File: config.mk
export PLATFORM = sky130hd
export DESIGN_NAME = cpu_sequencer
export DESIGN_NICKNAME = d
export VERILOG_FILES = /design/src/rtl/cpu_sequencer.sv
export SDC_FILE = /design/constraint.sdc
export NUM_CORES = 1
export LEC_CHECK = 0
export ABC_CLOCK_PERIOD_IN_PS = 1900
export BUFFER_PORTS_ARGS = -buffer_cell sky130_fd_sc_hd__buf_2
export CORE_UTILIZATION = 40
export CTS_CLUSTER_DIAMETER = 50
export DETAILED_ROUTE_END_ITERATION = 8
export PLACE_DENSITY = 0.75
export SYNTH_ARGS = -nofsm -noshare
export SYNTH_HDL_FRONTEND = slang
export SYNTH_SLANG_ARGS = --single-unit
File: constraint.sdc
create_clock -name Clk -period 1.9 [get_ports Clk]
set_input_delay 0.095 -clock Clk [delete_from_list [all_inputs] [get_ports Clk]]
set_output_delay 0.095 -clock Clk [all_outputs]
set_load 0.005 [all_outputs]
File: src/rtl/cpu_sequencer.sv
// cpu_sequencer: multi-cycle control FSM for the 9-bit accumulator core.
// Walks each instruction through FETCH -> EXEC -> (MEM) -> WB and drives the
// PC / IR / register-file / data-memory enables. HALT holds Ack until the next
// Start, which restarts the program.
// Optional feature: define SEQ_PERF_CNT_EN to build the saturating cycle and
// retired-instruction counters; otherwise CycleCnt/InstrCnt read as zero.

module cpu_sequencer #(
  parameter int MEM_LAT = 1  // data-memory latency in cycles, 1..15
) (
  input  logic        Clk,
  input  logic        Reset,
  input  logic        Start,
  input  logic [3:0]  Opcode,
  input  logic        BranchEn,
  output logic        PcInit,
  output logic        IrLoad,
  output logic        PcEn,
  output logic        PcBranch,
  output logic        RegWrEn,
  output logic        MemRdEn,
  output logic        MemWrEn,
  output logic        Ack,
  output logic [15:0] CycleCnt,
  output logic [15:0] InstrCnt
);

  typedef enum logic [2:0] {
    S_IDLE,
    S_FETCH,
    S_EXEC,
    S_MEM,
    S_WB,
    S_HALT
  } state_t;

  localparam logic [3:0] OP_LDB  = 4'b1000;
  localparam logic [3:0] OP_STB  = 4'b1001;
  localparam logic [3:0] OP_JMP  = 4'b1100;
  localparam logic [3:0] OP_HALT = 4'b1111;

  // MEM is entered with the counter preloaded so the enables stay up for
  // exactly MEM_LAT cycles (count down to zero, then leave).
  localparam logic [3:0] WAIT_INIT = 4'(MEM_LAT - 1);

  state_t     state, state_nxt;
  logic [3:0] wait_cnt, wait_nxt;

  logic is_ldb, is_stb, is_jmp, is_halt;

  assign is_ldb  = (Opcode == OP_LDB);
  assign is_stb  = (Opcode == OP_STB);
  assign is_jmp  = (Opcode == OP_JMP);
  assign is_halt = (Opcode == OP_HALT);

  // State and memory-wait counter registers.
  // NOTE: sequential state uses non-blocking assignments so every register
  // samples the pre-edge values and simulation matches the synthesized flops.
  always_ff @(posedge Clk) begin
    if (Reset) begin
      state    <= S_IDLE;
      wait_cnt <= '0;
    end else begin
      state    <= state_nxt;
      wait_cnt <= wait_nxt;
    end
  end

  // Next-state and output decode; only PcInit and PcBranch look at inputs
  // other than state/Opcode.
  always_comb begin
    // NOTE: every output gets a default before the case so no path can leave
    // a signal unassigned and infer a latch.
    state_nxt = state;
    wait_nxt  = wait_cnt;
    PcInit    = 1'b0;
    IrLoad    = 1'b0;
    PcEn      = 1'b0;
    PcBranch  = 1'b0;
    RegWrEn   = 1'b0;
    MemRdEn   = 1'b0;
    MemWrEn   = 1'b0;
    Ack       = 1'b0;

    unique case (state)
      S_IDLE: begin
        if (Start) begin
          PcInit    = 1'b1;
          state_nxt = S_FETCH;
        end
      end
      S_FETCH: begin
        IrLoad    = 1'b1;
        state_nxt = S_EXEC;
      end
      S_EXEC: begin
        if (is_halt) begin
          state_nxt = S_HALT;
        end else if (is_ldb || is_stb) begin
          state_nxt = S_MEM;
          wait_nxt  = WAIT_INIT;
        end else begin
          state_nxt = S_WB;
        end
      end
      S_MEM: begin
        MemRdEn = is_ldb;
        MemWrEn = is_stb;
        if (wait_cnt == 4'd0) begin
          state_nxt = S_WB;
        end else begin
          wait_nxt = wait_cnt - 4'd1;
        end
      end
      S_WB: begin
        PcEn      = 1'b1;
        RegWrEn   = !(is_stb || is_jmp);
        PcBranch  = is_jmp && BranchEn;
        state_nxt = S_FETCH;
      end
      S_HALT: begin
        Ack = 1'b1;
        if (Start) begin
          PcInit    = 1'b1;
          state_nxt = S_FETCH;
        end
      end
      default: state_nxt = S_IDLE;
    endcase

    // Reset wins over Start: no PC load while reset is asserted.
    if (Reset) begin
      PcInit = 1'b0;
    end
  end

`ifdef SEQ_PERF_CNT_EN
  logic [15:0] cycle_q, instr_q;
  logic        busy, instr_tick;

  assign busy       = (state == S_FETCH) || (state == S_EXEC) ||
                      (state == S_MEM)   || (state == S_WB);
  assign instr_tick = (state == S_WB) ||
                      ((state == S_EXEC) && (state_nxt == S_HALT));

  // Saturating performance counters, cleared on reset and on program (re)start.
  always_ff @(posedge Clk) begin
    if (Reset || PcInit) begin
      cycle_q <= '0;
      instr_q <= '0;
    end else begin
      if (busy && (cycle_q != 16'hFFFF)) begin
        cycle_q <= cycle_q + 16'd1;
      end
      if (instr_tick && (instr_q != 16'hFFFF)) begin
        instr_q <= instr_q + 16'd1;
      end
    end
  end

  assign CycleCnt = cycle_q;
  assign InstrCnt = instr_q;
`else
  assign CycleCnt = 16'h0000;
  assign InstrCnt = 16'h0000;
`endif

endmodule

==> flow_summary.toml, run 1 <==
[die]
core_area_um2 = 1760
core.rowCount = 15
dieArea_um2 = 2120
ios = 48
initial_core_util_pct = 44.0
die_h_um = 46.0
dieWidth_um = 46.0

[detailed_routing]
dr.pass1.iters = 4
post_drt_wl_per_cell_um = 9.04
postRouteAntennaNets = 0
drc = 0
vias_per_cell = 4.51
initialDrtViolationCount = 23
vias = 631
drt_wl_total_um = 1270

[power]
cellLeakagePower_uw = 0.000408
p_per_area_nw_per_um2 = 566
power_uw = 435
vdd_drop_max_v = 0.000421

[global_route]
track_usage_pct = 12.6
grt_max_degree = 13
grt_antenna_before_repair = 0
grt_pass1_vias = 449
grt_pass1_wl_um = 1840
gr-total-overflow = 0

[run]
drv_cap = 0

[sta]
finalHoldViolCount = 0
setup_viol = 0
fin_setup_tns_ns = 0
fin_crit_ns = 1.65
slew_viol_final = 0
fin_crit_sh_pct = 86.7
hold_ws_ns = 0.0899
fmax_mhz = 607
fin_skew_ns = 0.00992
rsz0062_at_grt = "false"

[setup_path]
crit_path_start_kind = "flip-flop"
crit_start = "wait_cnt[0]$_SDFFE_PP0P_"
crit_path_end_kind = "flip-flop"
arrival_ns = 1.80
reg2reg_from = "wait_cnt[0]$_SDFFE_PP0P_"
crit_required_ns = 2.05
crit_path_max_fanout = 6
path_class = "flip-flop to flip-flop"

[yosys]
synth_xor_area_share_pct = 2.26
synth_top_family_by_area = "buffers and inverters"
synth_simple_gate_area_share_pct = 22.3
ys_seq_area_share_pct = 18.1
yosysWarnings = 0
synth_area_um2 = 776
synth_cells = 101
synth.area.mux_share_pct = 0
ys_top_cells_by_area = "buf_4, dfxtp_1, a21oi_1"
yosys.area_share.adder_pct = 3.23
synth-seq-cells = 7
synthArstFlopShare_pct = 0
synth_top_flop_cell = "dfxtp_1"
synth-compound-area-share_pct = 17.6
synth_top_cell_by_area = "buf_4"
yosys.area.top_type_share_pct = 31.0
synth.avg_cell_area_um2 = 7.68
synth_cell_type_count = 37
synth_edf_count = 0

[finish]
area_delta_synth_final_pct = -0.968
final_cell_area_um2 = 768
final_cell_mix = "conb_1, buf_2, dfxtp_1"
nets = 126
diodes = 0
final_core_util_pct = 43.5
fill_cells = 198
final_common_cell = "conb_1"
drive_gt1_share_pct = 18.3

[clock_tree]
cts_sinks = 7
hold_buffers = 0
clock_latency_ns = 0.26
root_buffer = "clkbuf_4"
cts_resized = 0
cts_tree = "done"
cts_setup_buffers = 0
numCtsBuffers = 3
htree_num_levels = 1
clkTransAtPathRegs_ns = 0.06
cts_buffer_depth = 2

[status]
outcome = "completed"

[placement]
placed_area_um2 = 741
gp_congestion = 0.747
hpwl_um = 1010
io_buffers = 15

[min_path]
hold_path.startpoint = "Reset"
hp-class = "primary input to flip-flop"
==> through the flow <==
stage	setup WS, ns	instances
floorplan	0.345	132
global placement	0.328	136
detailed placement	0.274	136
CTS	0.256	140
global route	0.186	140
finish	0.253	140
==> registers in the layout (all words and copies together), names as in the netlist <==
register	count
state	3
wait_cnt	4
==> routing by layer <==
layer	vias up	wire, um	GRT usage (%)
met4	0	0	3.53
li1	311	-	-
met3	0	124	7.14
met2	42	595	18.9
met5	-	0	0
met1	278	546	15.1
==> cell type report <==
class / count / area [um^2] / share of cell area, %
tap: 25 / 31.3 / 4.07
clock inverter: 1 / 5.00 / 0.651
multi-input combinational: 83 / 472 / 61.4
sequential: 7 / 140 / 18.2
timing repair buffer: 15 / 75.1 / 9.77
clock buffer: 3 / 22.5 / 2.93
inverter: 6 / 22.5 / 2.93
==> path summary, 6_finish.rpt <==
kind	endpoint	slack [ns]	cells past startpoint
setup / recovery	state[0]$_SDFFE_PP0P_	0.25	5
hold / removal	state[1]$_SDFFE_PP0P_	0.09	2
setup reg to reg	state[0]$_SDFFE_PP0P_	0.25	5
hold reg to reg	wait_cnt[0]$_SDFFE_PP0P_	0.51	2
==> cell usage after synthesis, types with 2 or more instances <==
| cell | n |
|---|---|
| nand2_1 | 3 |
| o21ai_0 | 3 |
| a21oi_1 | 5 |
| inv_1 | 6 |
| nor2_1 | 5 |
| ha_1 | 2 |
| nand3b_1 | 2 |
| buf_2 | 2 |
| nor2b_1 | 3 |
| and3_1 | 2 |
| a311oi_1 | 2 |
| nand3_1 | 2 |
| dfxtp_1 | 7 |
| clkbuf_1 | 2 |
| nor3_1 | 2 |
| buf_4 | 32 |
==> kinds of logic after synthesis <==
kind of cell,after synthesis
buffers and inverters,42
and+or+nand+nor,28
AOI/OAI and AO/OA,19
DFF,7
xor gates and xnor gates,2
adders and majority gates,2
other,1
==> power breakdown <==
part	leakage, uW	switching (uW)	internal (uW)
registers	0.0000568	23.9	156
logic	0.000333	64.8	51.6
clock network	0.0000177	61.6	77.3
==> worst max-delay path, cell delays in order (launching register included) <==
cell and delay [ns]:
dfxtp_1 0.32, inv_1 0.09, ha_1 0.17, or3b_1 0.46, a22o_1 0.28, a32o_2 0.22
Power figures use the tool's default switching activity.
==> run 2, diff against run 1 <==
--- a/config.mk
+++ b/config.mk
@@ -8,6 +8,7 @@
 export ABC_CLOCK_PERIOD_IN_PS = 1900
 export BUFFER_PORTS_ARGS = -buffer_cell sky130_fd_sc_hd__buf_2
 export CORE_UTILIZATION = 40
+export CTS_BUF_LIST = sky130_fd_sc_hd__clkbuf_16
 export CTS_CLUSTER_DIAMETER = 50
 export DETAILED_ROUTE_END_ITERATION = 8
 export PLACE_DENSITY = 0.75
==> run 2 against run 1 <==
- die area stayed put
- non-clock buffer count is the same
- flip-flop and latch count unchanged
- clock power rose to 2.6 times the previous value
- hold slack better by 0.031 ns
- register-to-register slack is essentially flat
- count of clock-buffer cells in the layout unchanged
- wire length unchanged
- sequential power barely moved
- sequential share of layout area decreased by 1.2 points
- clock skew is 0.0068 ns lower
==> flow_summary.toml, run 2 (synthesized netlist as in run 1, its figures left out) <==
[placement]
hpwl_um = 1010
place_inst = 136
gp_congestion = 0.747
io_buffers = 15

[power]
pwr-share-clk_pct = 54.6
cellLeakagePower_uw = 0.000431
internal-power_uw = 485
power.switching_uw = 172
vdd_drop_max_v = 0.000528
p_seq_share_pct = 27.6
power_uw = 656
swShare_pct = 26.1
p_per_area_nw_per_um2 = 800
combinationalPowerShare_pct = 17.8

[detailed_routing]
postRouteAntennaNets = 0
vias_per_cell = 4.51
drt_wl_total_um = 1270
dr.pass1.iters = 4
drc = 0
vias = 632
post_drt_wl_per_cell_um = 9.04
initialDrtViolationCount = 15

[setup_path]
reg2reg_from = "wait_cnt[0]$_SDFFE_PP0P_"
r2r-end = "state[0]$_SDFFE_PP0P_"
path_class = "flip-flop to flip-flop"
crit_path_end_kind = "flip-flop"
arrival_ns = 1.76
crit_required_ns = 2.02
worst_r2r_path_depth = 5
crit_path_start_kind = "flip-flop"
reg2reg_slack_ns = 0.26
crit_path_max_fanout = 6

[global_route]
grt_pass1_wl_um = 1840
track_usage_pct = 12.9
grt_antenna_before_repair = 0
grt_pass1_vias = 449
grt_max_degree = 13
gr-total-overflow = 0

[die]
dieWidth_um = 46.0
core.rowCount = 15
dieArea_um2 = 2120
ios = 48
initial_core_util_pct = 44.0
die_h_um = 46.0
core_area_um2 = 1760

[sta]
setup_viol = 0
fin_crit_ns = 1.64
fmax_mhz = 610
rsz0062_at_grt = "false"
slew_viol_final = 0
finalHoldViolCount = 0
fin_skew_ns = 0.00316
fin_setup_tns_ns = 0
fin_crit_sh_pct = 86.3

[finish]
final_common_cell = "conb_1"
largest_reg_flops = 4
finalNonFillerCells = 140
regMostFlops = "wait_cnt"
drive_gt1_share_pct = 18.3
nets = 126
area_delta_synth_final_pct = 5.81
fill_cells = 192
largest_registers = "wait_cnt (4), state (3)"
final_cell_mix = "conb_1, buf_2, dfxtp_1"
diodes = 0

[min_path]
hp-class = "primary input to flip-flop"
holdPathEnd = "state[1]$_SDFFE_PP0P_"
hold_path.startpoint = "Reset"
hold_depth = 2

[status]
outcome = "completed"

[clock_tree]
clkTransAtPathRegs_ns = 0.04
root_buffer = "clkbuf_16"
cts_sinks = 7
htree_num_levels = 1
cts_tree = "done"
numCtsBuffers = 3
clock_latency_ns = 0.23
cts_resized = 0
cts_setup_buffers = 0
cts_buffer_depth = 2
hold_buffers = 0

[run]
drv_cap = 0
run 2: worst max-delay path, cell delays in order, from the launching register on:
cell	delay, ns
dfxtp_1	0.31
inv_1	0.09
ha_1	0.17
or3b_1	0.45
a22o_1	0.29
a32o_2	0.22
run 2: worst max-delay path by stage:
stage,from,endpoint,slack [ns],cells past startpoint
2_1_floorplan,wait_cnt[0]$_SDFFE_PP0P_,state[0]$_SDFFE_PP0P_,0.34,6
3_5_place_dp,wait_cnt[0]$_SDFFE_PP0P_,state[0]$_SDFFE_PP0P_,0.27,5
4_1_cts,wait_cnt[0]$_SDFFE_PP0P_,state[0]$_SDFFE_PP0P_,0.26,5
5_1_grt,wait_cnt[0]$_SDFFE_PP0P_,state[2]$_SDFFE_PP0P_,0.19,5
6_report,wait_cnt[0]$_SDFFE_PP0P_,state[0]$_SDFFE_PP0P_,0.26,5
3_3_place_gp,wait_cnt[0]$_SDFFE_PP0P_,state[0]$_SDFFE_PP0P_,0.33,5
run 2: cell type report:
class	instances	area, um^2	share of cell area, %
timing repair buffer	15	75.1	9.15
multi-input combinational	83	472	57.5
clock buffer	3	75.1	9.15
inverter	6	22.5	2.74
clock inverter	1	5.00	0.610
sequential	7	140	17.1
tap	25	31.3	3.81
run 2: power groups by stage:
stage	Combinational [uW]	Sequential, uW	Clock (uW)
floorplan	147	165	0
global placement	113	182	0
detailed placement	115	183	0
CTS	116	180	367
global route	134	184	381
finish	117	181	359
run 2: layer usage:
layer	global-route usage [%]	vias to the layer above	part of all wire, %
met5	0	-	0
met4	7.06	0	1.4
met3	7.14	4	8.6
met2	18.9	36	47
met1	14.7	281	43
li1	-	311	-
run 2: per-stage QoR:
stage	hold WS [ns]	util, %	area [um^2]	setup WS [ns]
6_report	0.121	46.5	821	0.261
5_1_grt	0.136	46.5	821	0.189
3_5_place_dp	0.363	42.0	741	0.274
3_3_place_gp	0.363	42.0	741	0.328
2_1_floorplan	0.164	-	892	0.345
4_1_cts	0.117	46.5	821	0.263
==> run 3, diff against run 2 <==
--- a/config.mk
+++ b/config.mk
@@ -7,11 +7,11 @@
 export LEC_CHECK = 0
 export ABC_CLOCK_PERIOD_IN_PS = 1900
 export BUFFER_PORTS_ARGS = -buffer_cell sky130_fd_sc_hd__buf_2
-export CORE_UTILIZATION = 40
+export CORE_UTILIZATION = 42
 export CTS_BUF_LIST = sky130_fd_sc_hd__clkbuf_16
 export CTS_CLUSTER_DIAMETER = 50
 export DETAILED_ROUTE_END_ITERATION = 8
-export PLACE_DENSITY = 0.75
+export PLACE_DENSITY = 0.79
 export SYNTH_ARGS = -nofsm -noshare
 export SYNTH_HDL_FRONTEND = slang
 export SYNTH_SLANG_ARGS = --single-unit
==> run 3 against run 2 <==
- register-to-register slack got worse by 0.02 ns
- count of clock-buffer cells in the layout is the same
- global-route usage grew 1.5 points
- non-clock buffer count is the same
- fmax is 0.95% lower
- critical path depth is the same
- first-iteration DRC count is 33% lower
- hold slack better by 0.011 ns
- flip-flop and latch count unchanged
- clock skew down 0.0026 ns
- combinational power is essentially flat
==> flow_summary.toml, run 3 (synthesized netlist as in run 1, its figures left out) <==
[die]
initial_core_util_pct = 44.9
die_h_um = 45.0
core_area_um2 = 1730
dieArea_um2 = 2020
core.rowCount = 15
ios = 48
dieWidth_um = 45.0

[power]
pwr-share-clk_pct = 54.1
p_seq_share_pct = 27.9
internal-power_uw = 482
swShare_pct = 25.4
cellLeakagePower_uw = 0.000432
combinationalPowerShare_pct = 18.0
p_per_area_nw_per_um2 = 789
power.switching_uw = 164
vdd_drop_max_v = 0.000623

[setup_path]
crit_path_start_kind = "flip-flop"
crit_required_ns = 2.02
worst_r2r_path_depth = 5
crit_path_max_fanout = 6
path_class = "flip-flop to flip-flop"
crit_path_end_kind = "flip-flop"
arrival_ns = 1.77

[clock_tree]
clock_latency_ns = 0.23
cts_tree = "done"
numCtsBuffers = 3
cts_setup_buffers = 0
cts_resized = 0
clkTransAtPathRegs_ns = 0.03
cts_buffer_depth = 2
cts_sinks = 7
hold_buffers = 0
htree_num_levels = 1
root_buffer = "clkbuf_16"

[global_route]
grt_max_degree = 13
gr-total-overflow = 0
track_usage_pct = 14.4
grt_pass1_wl_um = 2020
grt_pass1_vias = 473
grt_antenna_before_repair = 0

[finish]
final_core_util_pct = 47.5
largest_registers = "wait_cnt (4), state (3)"
fill_cells = 182
drive_gt1_share_pct = 17.4
area_delta_synth_final_pct = 5.65
nets = 126
regArea_um2 = 140
final_cell_mix = "conb_1, buf_2, inv_1, dfxtp_1"
diodes = 0
regMostFlops = "wait_cnt"
multi_input_area_um2 = 472
final_common_cell = "conb_1"
largest_reg_flops = 4

[detailed_routing]
dr.pass1.iters = 4
postRouteAntennaNets = 0
initialDrtViolationCount = 10
vias_per_cell = 4.61
drt_wl_total_um = 1290
post_drt_wl_per_cell_um = 9.22
vias = 645
drc = 0

[sta]
fin_crit_sh_pct = 87.1
fin_ws_ns = 0.245
rsz0062_at_grt = "false"
fmax_mhz = 604
fin_setup_tns_ns = 0
slew_viol_final = 0
setup_viol = 0
fin_skew_ns = 0.000526
fin_crit_ns = 1.65
finalHoldViolCount = 0

[run]
drv_cap = 0

[status]
outcome = "completed"

[placement]
hpwl_um = 1040
pre_cts_ws_ns = 0.260
gp_congestion = 0.747
io_buffers = 15

[min_path]
hp-class = "primary input to flip-flop"
hold_depth = 2
-- run 3: cell count changes in the layout (fill, tap and decap cells not counted), sizes merged --
cell and change:
clkinv -1, inv +1
-- run 3: critical path, cell delays in order (launching register included) --
cell and delay (ns):
dfxtp_1 0.31, inv_1 0.10, ha_1 0.17, or3b_1 0.46, a22o_1 0.28, a32o_2 0.21
-- run 3: per-stage QoR --
stage	instances	area (um^2)	total power (uW)	hold slack [ns]
5_1_grt	140	820	686	0.147
2_1_floorplan	132	892	312	0.164
6_report	140	820	646	0.132
3_3_place_gp	136	741	293	0.345
4_1_cts	140	820	650	0.125
3_5_place_dp	136	741	297	0.365
-- run 3: path summary, 6_finish.rpt --
check	from	to	slack, ns
worst min register to register	wait_cnt[3]$_SDFFE_PP0P_	wait_cnt[3]$_SDFFE_PP0P_	0.51
worst max register to register	wait_cnt[0]$_SDFFE_PP0P_	state[0]$_SDFFE_PP0P_	0.25
worst max-delay path	wait_cnt[0]$_SDFFE_PP0P_	state[0]$_SDFFE_PP0P_	0.25
worst min-delay path	Reset	state[1]$_SDFFE_PP0P_	0.13
-- run 3: final cells by class --
cell class / count / area share [%]
Clock buffer: 3 / 9.16
Clock inverter: 1 / 0.458
Inverter: 6 / 2.75
Multi-Input combinational cell: 83 / 57.6
Sequential cell: 7 / 17.1
Tap cell: 25 / 3.82
Timing Repair Buffer: 15 / 9.16
-- run 3: layer usage --
metal	part of all wire [%]	global-route usage [%]	vias to the layer above	wire length (um)
li1	-	-	315	-
met1	41	17.4	296	535
met2	49	21.7	32	628
met3	9.0	7.20	2	116
met4	0.77	5.45	0	10
met5	0	0	-	0
-- run 3: power by group through the flow --
stage                     Combinational [uW]  Sequential, uW  Clock [uW]
after floorplan                          147             165           0
after global placement                   112             181           0
after detailed placement                 115             182           0
after CTS                                116             180         355
after global routing                     134             183         368
final                                    116             180         350
